File: src/rtl/simd_mem_pkg.sv
// Shared types for the SIMD data-RAM arbiter.
// State encoding and pointer-width helper.
package simd_mem_pkg;

  typedef enum logic [1:0] {
    S_IDLE  = 2'd0,
    S_ISSUE = 2'd1,
    S_WAIT  = 2'd2,
    S_ACK   = 2'd3
  } state_t;

  function automatic int idx_w(input int n);
    return (n > 1) ? $clog2(n) : 1;
  endfunction

endpackage

File: src/rtl/simd_mem_arbiter_rr_pick.sv
// Round-robin picker: one-hot winner is the first
// pending index at or after ptr, wrapping.
module rr_pick #(
  parameter int N  = 4,
  parameter int PW = 2
) (
  input  logic [N-1:0]  pending,
  input  logic [PW-1:0] ptr,
  output logic [N-1:0]  win
);

  logic [N-1:0] rot;
  logic [N-1:0] oh;

  // rotate so ptr sits at bit 0, isolate lowest set bit, rotate back
  assign rot = N'({pending, pending} >> ptr);
  assign oh  = rot & (~rot + N'(1));
  assign win = N'(({oh, oh} << ptr) >> N);

endmodule

File: src/rtl/simd_mem_arbiter.sv
// Shared single-port data-RAM arbiter for SIMD cores
// with round-robin grant and same-address read merge.
module simd_mem_arbiter
  import simd_mem_pkg::*;
#(
  parameter int NCORES   = 4,
  parameter int ADDR_W   = 8,
  parameter int DATA_W   = 8,
  parameter int RD_LAT   = 1,
  parameter int BCAST_EN = 1
) (
  input  logic                     clk,
  input  logic                     rst,
  input  logic [NCORES-1:0]        req_rd,
  input  logic [NCORES-1:0]        req_wr,
  input  logic [NCORES*ADDR_W-1:0] req_addr,
  input  logic [NCORES*DATA_W-1:0] req_wdata,
  input  logic                     ext_hold,
  input  logic [DATA_W-1:0]        ram_q,
  output logic [NCORES-1:0]        ack,
  output logic [NCORES*DATA_W-1:0] rdata,
  output logic [ADDR_W-1:0]        ram_addr,
  output logic [DATA_W-1:0]        ram_din,
  output logic                     ram_wren,
  output logic                     busy
);

  localparam int PW = idx_w(NCORES);

  state_t              state, state_n;
  logic [PW-1:0]       rr_ptr;
  logic [PW-1:0]       hi;
  logic [NCORES-1:0]   g, g_n;
  logic [NCORES-1:0]   pending, win, bmask;
  logic [2:0]          cnt;
  logic [ADDR_W-1:0]   addr_w;
  logic [DATA_W-1:0]   wdata_w;
  logic                wr_w;

  assign pending = req_rd | req_wr;

  rr_pick #(
    .N  (NCORES),
    .PW (PW)
  ) u_pick (
    .pending (pending),
    .ptr     (rr_ptr),
    .win     (win)
  );

  always_comb begin
    addr_w  = '0;
    wdata_w = '0;
    for (int i = 0; i < NCORES; i++) begin
      if (win[i]) begin
        addr_w  = req_addr[i*ADDR_W +: ADDR_W];
        wdata_w = req_wdata[i*DATA_W +: DATA_W];
      end
    end
  end

  assign wr_w = |(req_wr & win);

  always_comb begin
    bmask = '0;
    for (int i = 0; i < NCORES; i++) begin
      bmask[i] = req_rd[i] & ~req_wr[i] &
        (req_addr[i*ADDR_W +: ADDR_W] == addr_w);
    end
  end

  // writes are never merged
  assign g_n = (BCAST_EN != 0 && !wr_w) ? bmask : win;

  always_comb begin
    hi = '0;
    for (int i = 0; i < NCORES; i++) begin
      if (g[i]) hi = PW'(i);
    end
  end

  assign ack  = (state == S_ACK) ? g : '0;
  assign busy = (state != S_IDLE);

  always_comb begin
    state_n = state;
    unique case (state)
      S_IDLE:
        if (!ext_hold && |pending) state_n = S_ISSUE;
      S_ISSUE:
        state_n = ram_wren ? S_ACK : S_WAIT;
      S_WAIT:
        if (cnt == '0) state_n = S_ACK;
      S_ACK:
        state_n = S_IDLE;
      default:
        state_n = S_IDLE;
    endcase
  end

  always_ff @(posedge clk) begin
    if (rst) begin
      state    <= S_IDLE;
      rr_ptr   <= '0;
      g        <= '0;
      cnt      <= '0;
      rdata    <= '0;
      ram_addr <= '0;
      ram_din  <= '0;
      ram_wren <= 1'b0;
    end else begin
      state    <= state_n;
      ram_wren <= 1'b0;
      unique case (state)
        S_IDLE: begin
          if (state_n == S_ISSUE) begin
            g        <= g_n;
            ram_addr <= addr_w;
            ram_din  <= wdata_w;
            ram_wren <= wr_w;
          end
        end
        S_ISSUE:
          cnt <= 3'(RD_LAT - 1);
        S_WAIT: begin
          cnt <= cnt - 3'd1;
          if (cnt == '0) begin
            for (int i = 0; i < NCORES; i++) begin
              if (g[i]) rdata[i*DATA_W +: DATA_W] <= ram_q;
            end
          end
        end
        S_ACK:
          rr_ptr <= (hi == PW'(NCORES - 1)) ? '0 : hi + PW'(1);
        default: ;
      endcase
    end
  end

endmodule

File: config.mk
export PLATFORM = sky130hd
export DESIGN_NAME = simd_mem_arbiter
export DESIGN_NICKNAME = d
export VERILOG_FILES = /design/src/rtl/simd_mem_pkg.sv /design/src/rtl/simd_mem_arbiter_rr_pick.sv /design/src/rtl/simd_mem_arbiter.sv
export SDC_FILE = /design/constraint.sdc
export NUM_CORES = 1
export LEC_CHECK = 0
export ABC_AREA = 1
export CAP_MARGIN = 20
export CORE_UTILIZATION = 25
export DETAILED_ROUTE_END_ITERATION = 10
export SYNTH_ARGS = -nofsm -noshare
export SYNTH_HDL_FRONTEND = slang
export SYNTH_SLANG_ARGS = --single-unit
File: constraint.sdc
create_clock -name clk -period 2.4 [get_ports clk]
set_input_delay 0.48 -clock clk [delete_from_list [all_inputs] [get_ports clk]]
set_output_delay 0.48 -clock clk [all_outputs]
set_load 0.05 [all_outputs]
==> flow_summary.yaml, run 1 <==
grt:
  grtUsageMet2_pct: 28.4
  grt-ovfl-total: 0
  grt_pass1_vias: 4278
  grt.met3_usage_pct: 4.71
  grt_pass1_wl_um: 21400
  top_usage_layer: "met2"
  grt_max_degree: 39
  antenna_found_initial: 0
  grt_usage_pct: 17.1
  grt_use_met1_pct: 21.5
pwr:
  ir_drop_v: 0.000522
  power.density_nw_per_um2: 906
  leakage_nw: 2.87
floorplanning:
  core_area_um2: 14700
  die_h_um: 125
  start_util_pct: 25.9
  dieArea_um2: 15700
  chipWidth_um: 125
  fp-row-count: 44
  io_pins: 137
final_layout:
  final_cells: 983
  drive_gt1_share_pct: 25.2
  syn_to_final_growth_pct: 72.8
  antenna_cells: 0
  final_area_um2: 6570
  layout_common_cells: "clkdlybuf4s50_1, nand2_1, nor2_1"
  nets: 884
  mostFrequentLayoutCell: "clkdlybuf4s50_1"
cts:
  clkSinkCount: 60
  clockBufferDepth: 2
  clk_pin_slew_worst_paths_ns: 0.06
  clk-insertion-delay-late_ns: 0.33
  cts_tree: "done"
  cts_root_buffer: "clkbuf_16"
  htree_levels: 3
  cts_buffers: 9
detailed_routing:
  initialDrtViolationCount: 240
  drcViolationCount: 7
  drtPass1Iterations: 8
  wl_per_cell_um: 13.9
  routed_via_density: 4.64
  vias: 4558
  wirelength_um: 13700
  detail-route-antenna-nets: 0
synthesis:
  synth_nets: 672
  syn_avg_cell_area_um2: 6.53
  yosys_warnings: 0
  synth_seq_cells: 60
  yosysUniqueCellTypes: 38
  syn-instance-count: 582
  netlist_area_um2: 3800
  synth_seq_area_share_pct: 31.6
  synth-edff-count: 0
  ys.flop_type: "dfxtp_1"
  async_flop_share_pct: 0
timing:
  tns_ns: 0
  slew_headroom_pct: 63.6
  fin_skew_ns: 0.00773
  finalCritPeriodShare_pct: 97.9
  worstMarginPinSlew_ns: 0.544
  holdWs_ns: 0.483
  rsz0062_at_grt: "true"
  setup_ws_ns: 0.0501
  finalHoldViolations: 0
  finalSetupViolCount: 0
  layout_min_cycle_time_ns: 2.35
  fmax_mhz: 426
  drv_slew: 0
setup_path:
  crit_path_start_kind: "flop"
  path_max_fanout: 6
  worstPathRequired_ns: 2.66
  crit_chain: "inv_8 > buf_4 > buf_4 > nand2_2 > nand3_4 > nand2_8 > buf_6 > nand3_4 > buf_4 > nand3b_1 > nand3_2 > nor2_2 > nand3_2 > nor2_2 > nor2_1 > nor2_1"
  arrival_ns: 2.61
  critPathCaptureType: "flop"
  cpMostUsedCell: "buf_4"
  cpMaxStageDelayCell: "dfxtp_4"
  critPathKind: "reg2reg"
  critPathMaxStageDelay_ns: 0.42
placement:
  pre_cts_slack_ns: -0.696
  place_area_um2: 5780
  portBuffers: 136
  placed_cells: 947
  gp_congestion: 0.951
  dpl.hpwl_um: 10500
run_status:
  failed_checks: "DRC"
  outcome: "finished, violations left"
flow_run:
  maxCapViolCount: 0
min_path:
  hold_class: "reg2reg"
## layer usage
| layer | vias to the layer above | wire length [um] |
|---|---|---|
| li1 | 2340 | - |
| met1 | 2072 | 6230 |
| met2 | 124 | 6450 |
| met3 | 22 | 699 |
| met4 | 0 | 296 |
| met5 | - | 0 |
## worst paths after layout
path / from / end / slack (ns) / depth (start not counted)
max: rr_ptr[0] / g[3] / 0.05 / 16
min: rdata[12] / rdata[12] / 0.48 / 2
max reg2reg: rr_ptr[0] / g[3] / 0.05 / 16
min reg2reg: rdata[12] / rdata[12] / 0.48 / 2
## critical path: cells and delay by family, from the launching register on
| family | cells | cell delay (ns) |
|---|---|---|
| flops | 1 | 0.42 |
| simple gates | 11 | 1.25 |
| buf+inv | 5 | 0.63 |
## cells by family after synthesis
family / share of synthesized area, %
simple gates: 41.6
fa+ha+maj: 2.30
flops: 31.6
compound gates: 14.5
xor+xnor: 1.35
buf+inv: 8.72
## final cells by class
class                           instances  area (um^2)
Clock buffer                            9          225
Clock inverter                          7         51.3
Fill cell                            1494         8130
Inverter                               62          255
Multi-Input combinational cell        447         2630
Sequential cell                        60         1210
Tap cell                              184          230
Timing Repair Buffer                  214         1970
## stage by stage
step / power, mW / util (%)
final: 5.95 / 44.7
after global routing: 6.39 / 44.7
after CTS: 5.71 / 42.3
after detailed placement: 4.40 / 39.4
after global placement: 4.39 / 39.4
after floorplan: 3.19 / -
## sequential cells by signal, summed over array words and instances, names as in the netlist
name / cells
ram_din: 8
g: 4
ram_addr: 8
cnt: 3
state: 2
ram_wren: 1
rr_ptr: 2
rdata: 32
## report_power, final
group	total (mW)	internal, mW	switching [mW]
clock	1.18	0.702	0.482
sequential	1.26	1.16	0.100
combinational	3.50	1.44	2.06
total	5.95	3.31	2.64
## Yosys cell counts, types with 2 or more instances
master,n,area [um^2]
nand2_1,111,417
nor2_1,99,372
nand3_1,71,355
o21ai_0,67,335
dfxtp_1,60,1200
inv_1,55,206
nand3_2,14,140
a21oi_1,12,60.1
nand2_2,12,75.1
clkbuf_1,10,37.5
nand3b_1,9,67.6
a31oi_1,8,50.1
o21bai_1,8,60.1
ha_1,7,87.6
buf_6,3,33.8
inv_2,3,11.3
nand2_4,3,33.8
nor2_2,3,18.8
nor3_1,3,15.0
xor2_1,3,26.3
inv_4,2,12.5
nand3_4,2,35.0
nor3_2,2,20.0
## timing repair
action	CTS	global route
hold endpoints to repair	0	0
buffers inserted	3	17
hold buffers	0	0
setup endpoints to repair	17	17
pin swaps	24	40
gates cloned	0	1
resized for setup	39	81
Note: power is estimated with default switching activity, not from simulation.
==> inputs of run 2 (changes only) <==
--- a/config.mk
+++ b/config.mk
@@ -8,6 +8,7 @@
 export ABC_AREA = 1
 export CAP_MARGIN = 20
 export CORE_UTILIZATION = 25
+export CTS_CLUSTER_DIAMETER = 80
 export DETAILED_ROUTE_END_ITERATION = 10
 export SYNTH_ARGS = -nofsm -noshare
 export SYNTH_HDL_FRONTEND = slang
==> constraint.sdc (replaced) <==
create_clock -name clk -period 2.2 [get_ports clk]
set_input_delay 0.44 -clock clk [delete_from_list [all_inputs] [get_ports clk]]
set_output_delay 0.44 -clock clk [all_outputs]
set_load 0.05 [all_outputs]
==> flow_summary.yaml, run 2 (synthesis results as in run 1) <==
final_layout:
  reg_top3: "rdata (32), ram_addr (8), ram_din (8)"
  utilization_pct: 48.6
  largest_register: "rdata"
  antenna_cells: 0
  multi_input_area_um2: 2960
  fillCellCount: 1403
  drive_gt1_share_pct: 32.2
  register_area_um2: 1210
  largest_reg_flops: 32
  syn_to_final_growth_pct: 87.8
  layout_common_cells: "clkdlybuf4s50_1, nor2_1, buf_4"
  mostFrequentLayoutCell: "clkdlybuf4s50_1"
  nets: 902
detailed_routing:
  drtPass1Iterations: 10
  wl_per_cell_um: 15.3
  drcViolationCount: 7
  initialDrtViolationCount: 236
  wirelength_um: 15300
  vias: 4776
  detail-route-antenna-nets: 0
  routed_via_density: 4.77
timing:
  holdWs_ns: 0.481
  layout_min_cycle_time_ns: 2.45
  drv_slew: 0
  worstMarginPinSlew_ns: 0.554
  slew_headroom_pct: 62.9
  finalCritPeriodShare_pct: 111
  rsz0062_at_grt: "true"
  fin_skew_ns: 0.00477
  finalHoldViolations: 0
  finalSetupViolCount: 7
  setup_ws_ns: -0.247
  fmax_mhz: 409
pwr:
  ir_drop_v: 0.000555
  swShare_pct: 44.6
  p_switching_mw: 3.19
  power.density_nw_per_um2: 1000
  intPower_mw: 3.96
  p_total_mw: 7.15
  combinationalPowerShare_pct: 60.8
  seqPwrFrac_pct: 19.3
  leakage_nw: 3.07
  pwr-share-clk_pct: 19.9
setup_path:
  arrival_ns: 2.71
  cp-startpoint: "req_rd[3]"
  crit_path_start_kind: "input port"
  r2r_start: "rr_ptr[0]"
  critPathKind: "in2reg"
  critPathCaptureType: "flop"
  worstPathRequired_ns: 2.47
  path_max_fanout: 7
cts:
  clkSinkCount: 60
  cts_tree: "done"
  cts_buffers: 9
  htree_levels: 3
  cts_root_buffer: "clkbuf_16"
  clk_pin_slew_worst_paths_ns: 0.06
  clockBufferDepth: 2
  ctsHoldBuffers: 0
  clk-insertion-delay-late_ns: 0.33
floorplanning:
  die_h_um: 125
  core_area_um2: 14700
  dieArea_um2: 15700
  io_pins: 137
  start_util_pct: 25.9
  fp-row-count: 44
  chipWidth_um: 125
grt:
  grtUsageMet2_pct: 30.6
  grt_use_met1_pct: 22.8
  antenna_found_initial: 0
  grt_max_degree: 49
  grt.met3_usage_pct: 4.84
  grt-ovfl-total: 0
  top_usage_layer: "met2"
  grt_pass1_wl_um: 22900
  grt_usage_pct: 18.4
  grt_pass1_vias: 4533
run_status:
  outcome: "finished, violations left"
  failed_checks: "DRC, setup timing"
flow_run:
  maxCapViolCount: 0
min_path:
  hp-start: "rdata[13]"
  hold_class: "reg2reg"
placement:
  portBuffers: 136
  dpl.hpwl_um: 10400
  gp_congestion: 0.903
  pre_cts_slack_ns: -0.832
==> run 2: cell count changes in the layout (fill, tap and decap cells not counted), sizes merged <==
cell           before  now
buf                82  106
bufinv              0    1
clkbuf             17   10
clkdlybuf4s15       0    1
clkinv              4    6
dlymetal6s2s        1    0
inv                63   61
nand2             126  127
nand3              88   87
==> run 2: cell type report <==
class | instances | area share (%)
Tap cell | 184 | 3.22
Inverter | 62 | 3.82
Timing Repair Buffer | 231 | 30.2
Multi-Input combinational cell | 447 | 41.4
Clock buffer | 9 | 3.15
Sequential cell | 60 | 16.9
Timing Repair inverter | 1 | 0.158
Clock inverter | 7 | 1.07
==> run 2: power groups by stage <==
stage	sequential [mW]	clock (mW)	combinational, mW
global route	1.40	1.50	4.70
detailed placement	1.39	0	3.55
global placement	1.39	0	3.53
floorplan	1.76	0	1.71
CTS	1.38	1.45	3.85
finish	1.38	1.43	4.35
==> run 2: final timing paths <==
kind / endpoint / slack, ns / depth (start not counted)
worst max-delay path: g[1] / -0.25 / 20
worst min-delay path: rdata[13] / 0.48 / 2
worst max register to register: g[1] / -0.24 / 17
worst min register to register: rdata[13] / 0.48 / 2
==> run 2: metal layers <==
layer,up-vias,part of all wire [%]
met5,-,0
met4,0,3.5
met3,42,6.3
met2,185,48
met1,2166,42
li1,2383,-
==> run 2: worst max-delay path: stages <==
cell	delay, ns
clkdlybuf4s15_2	0.21
nor2_4	0.15
nand2_2	0.10
nand2_1	0.07
nand2_1	0.07
nand2_2	0.09
nand2_2	0.07
inv_4	0.07
nand3_4	0.11
nand3_4	0.18
buf_12	0.18
nand3_4	0.10
nand2_4	0.12
nand2_4	0.07
buf_4	0.14
a21oi_1	0.12
nand2_1	0.08
nor2_2	0.12
nand3_2	0.08
a21oi_2	0.11
==> run 2: timing repair <==
| item | CTS | global route |
|---|---|---|
| gates cloned | 2 | 0 |
| buffers inserted | 16 | 12 |
| resized for setup | 101 | 117 |
| pin swaps | 42 | 70 |
| setup endpoints to repair | 21 | 18 |
==> run 2: stage by stage <==
| stage | cells | instance area (um^2) | setup TNS [ns] |
|---|---|---|---|
| finish | 1001 | 7140 | -1.11 |
| CTS | 995 | 6660 | -0.287 |
| global route | 1001 | 7140 | -2.37 |
| detailed placement | 962 | 5920 | -11.76 |
| global placement | 962 | 5920 | -11.10 |
| floorplan | 582 | 3800 | 0 |
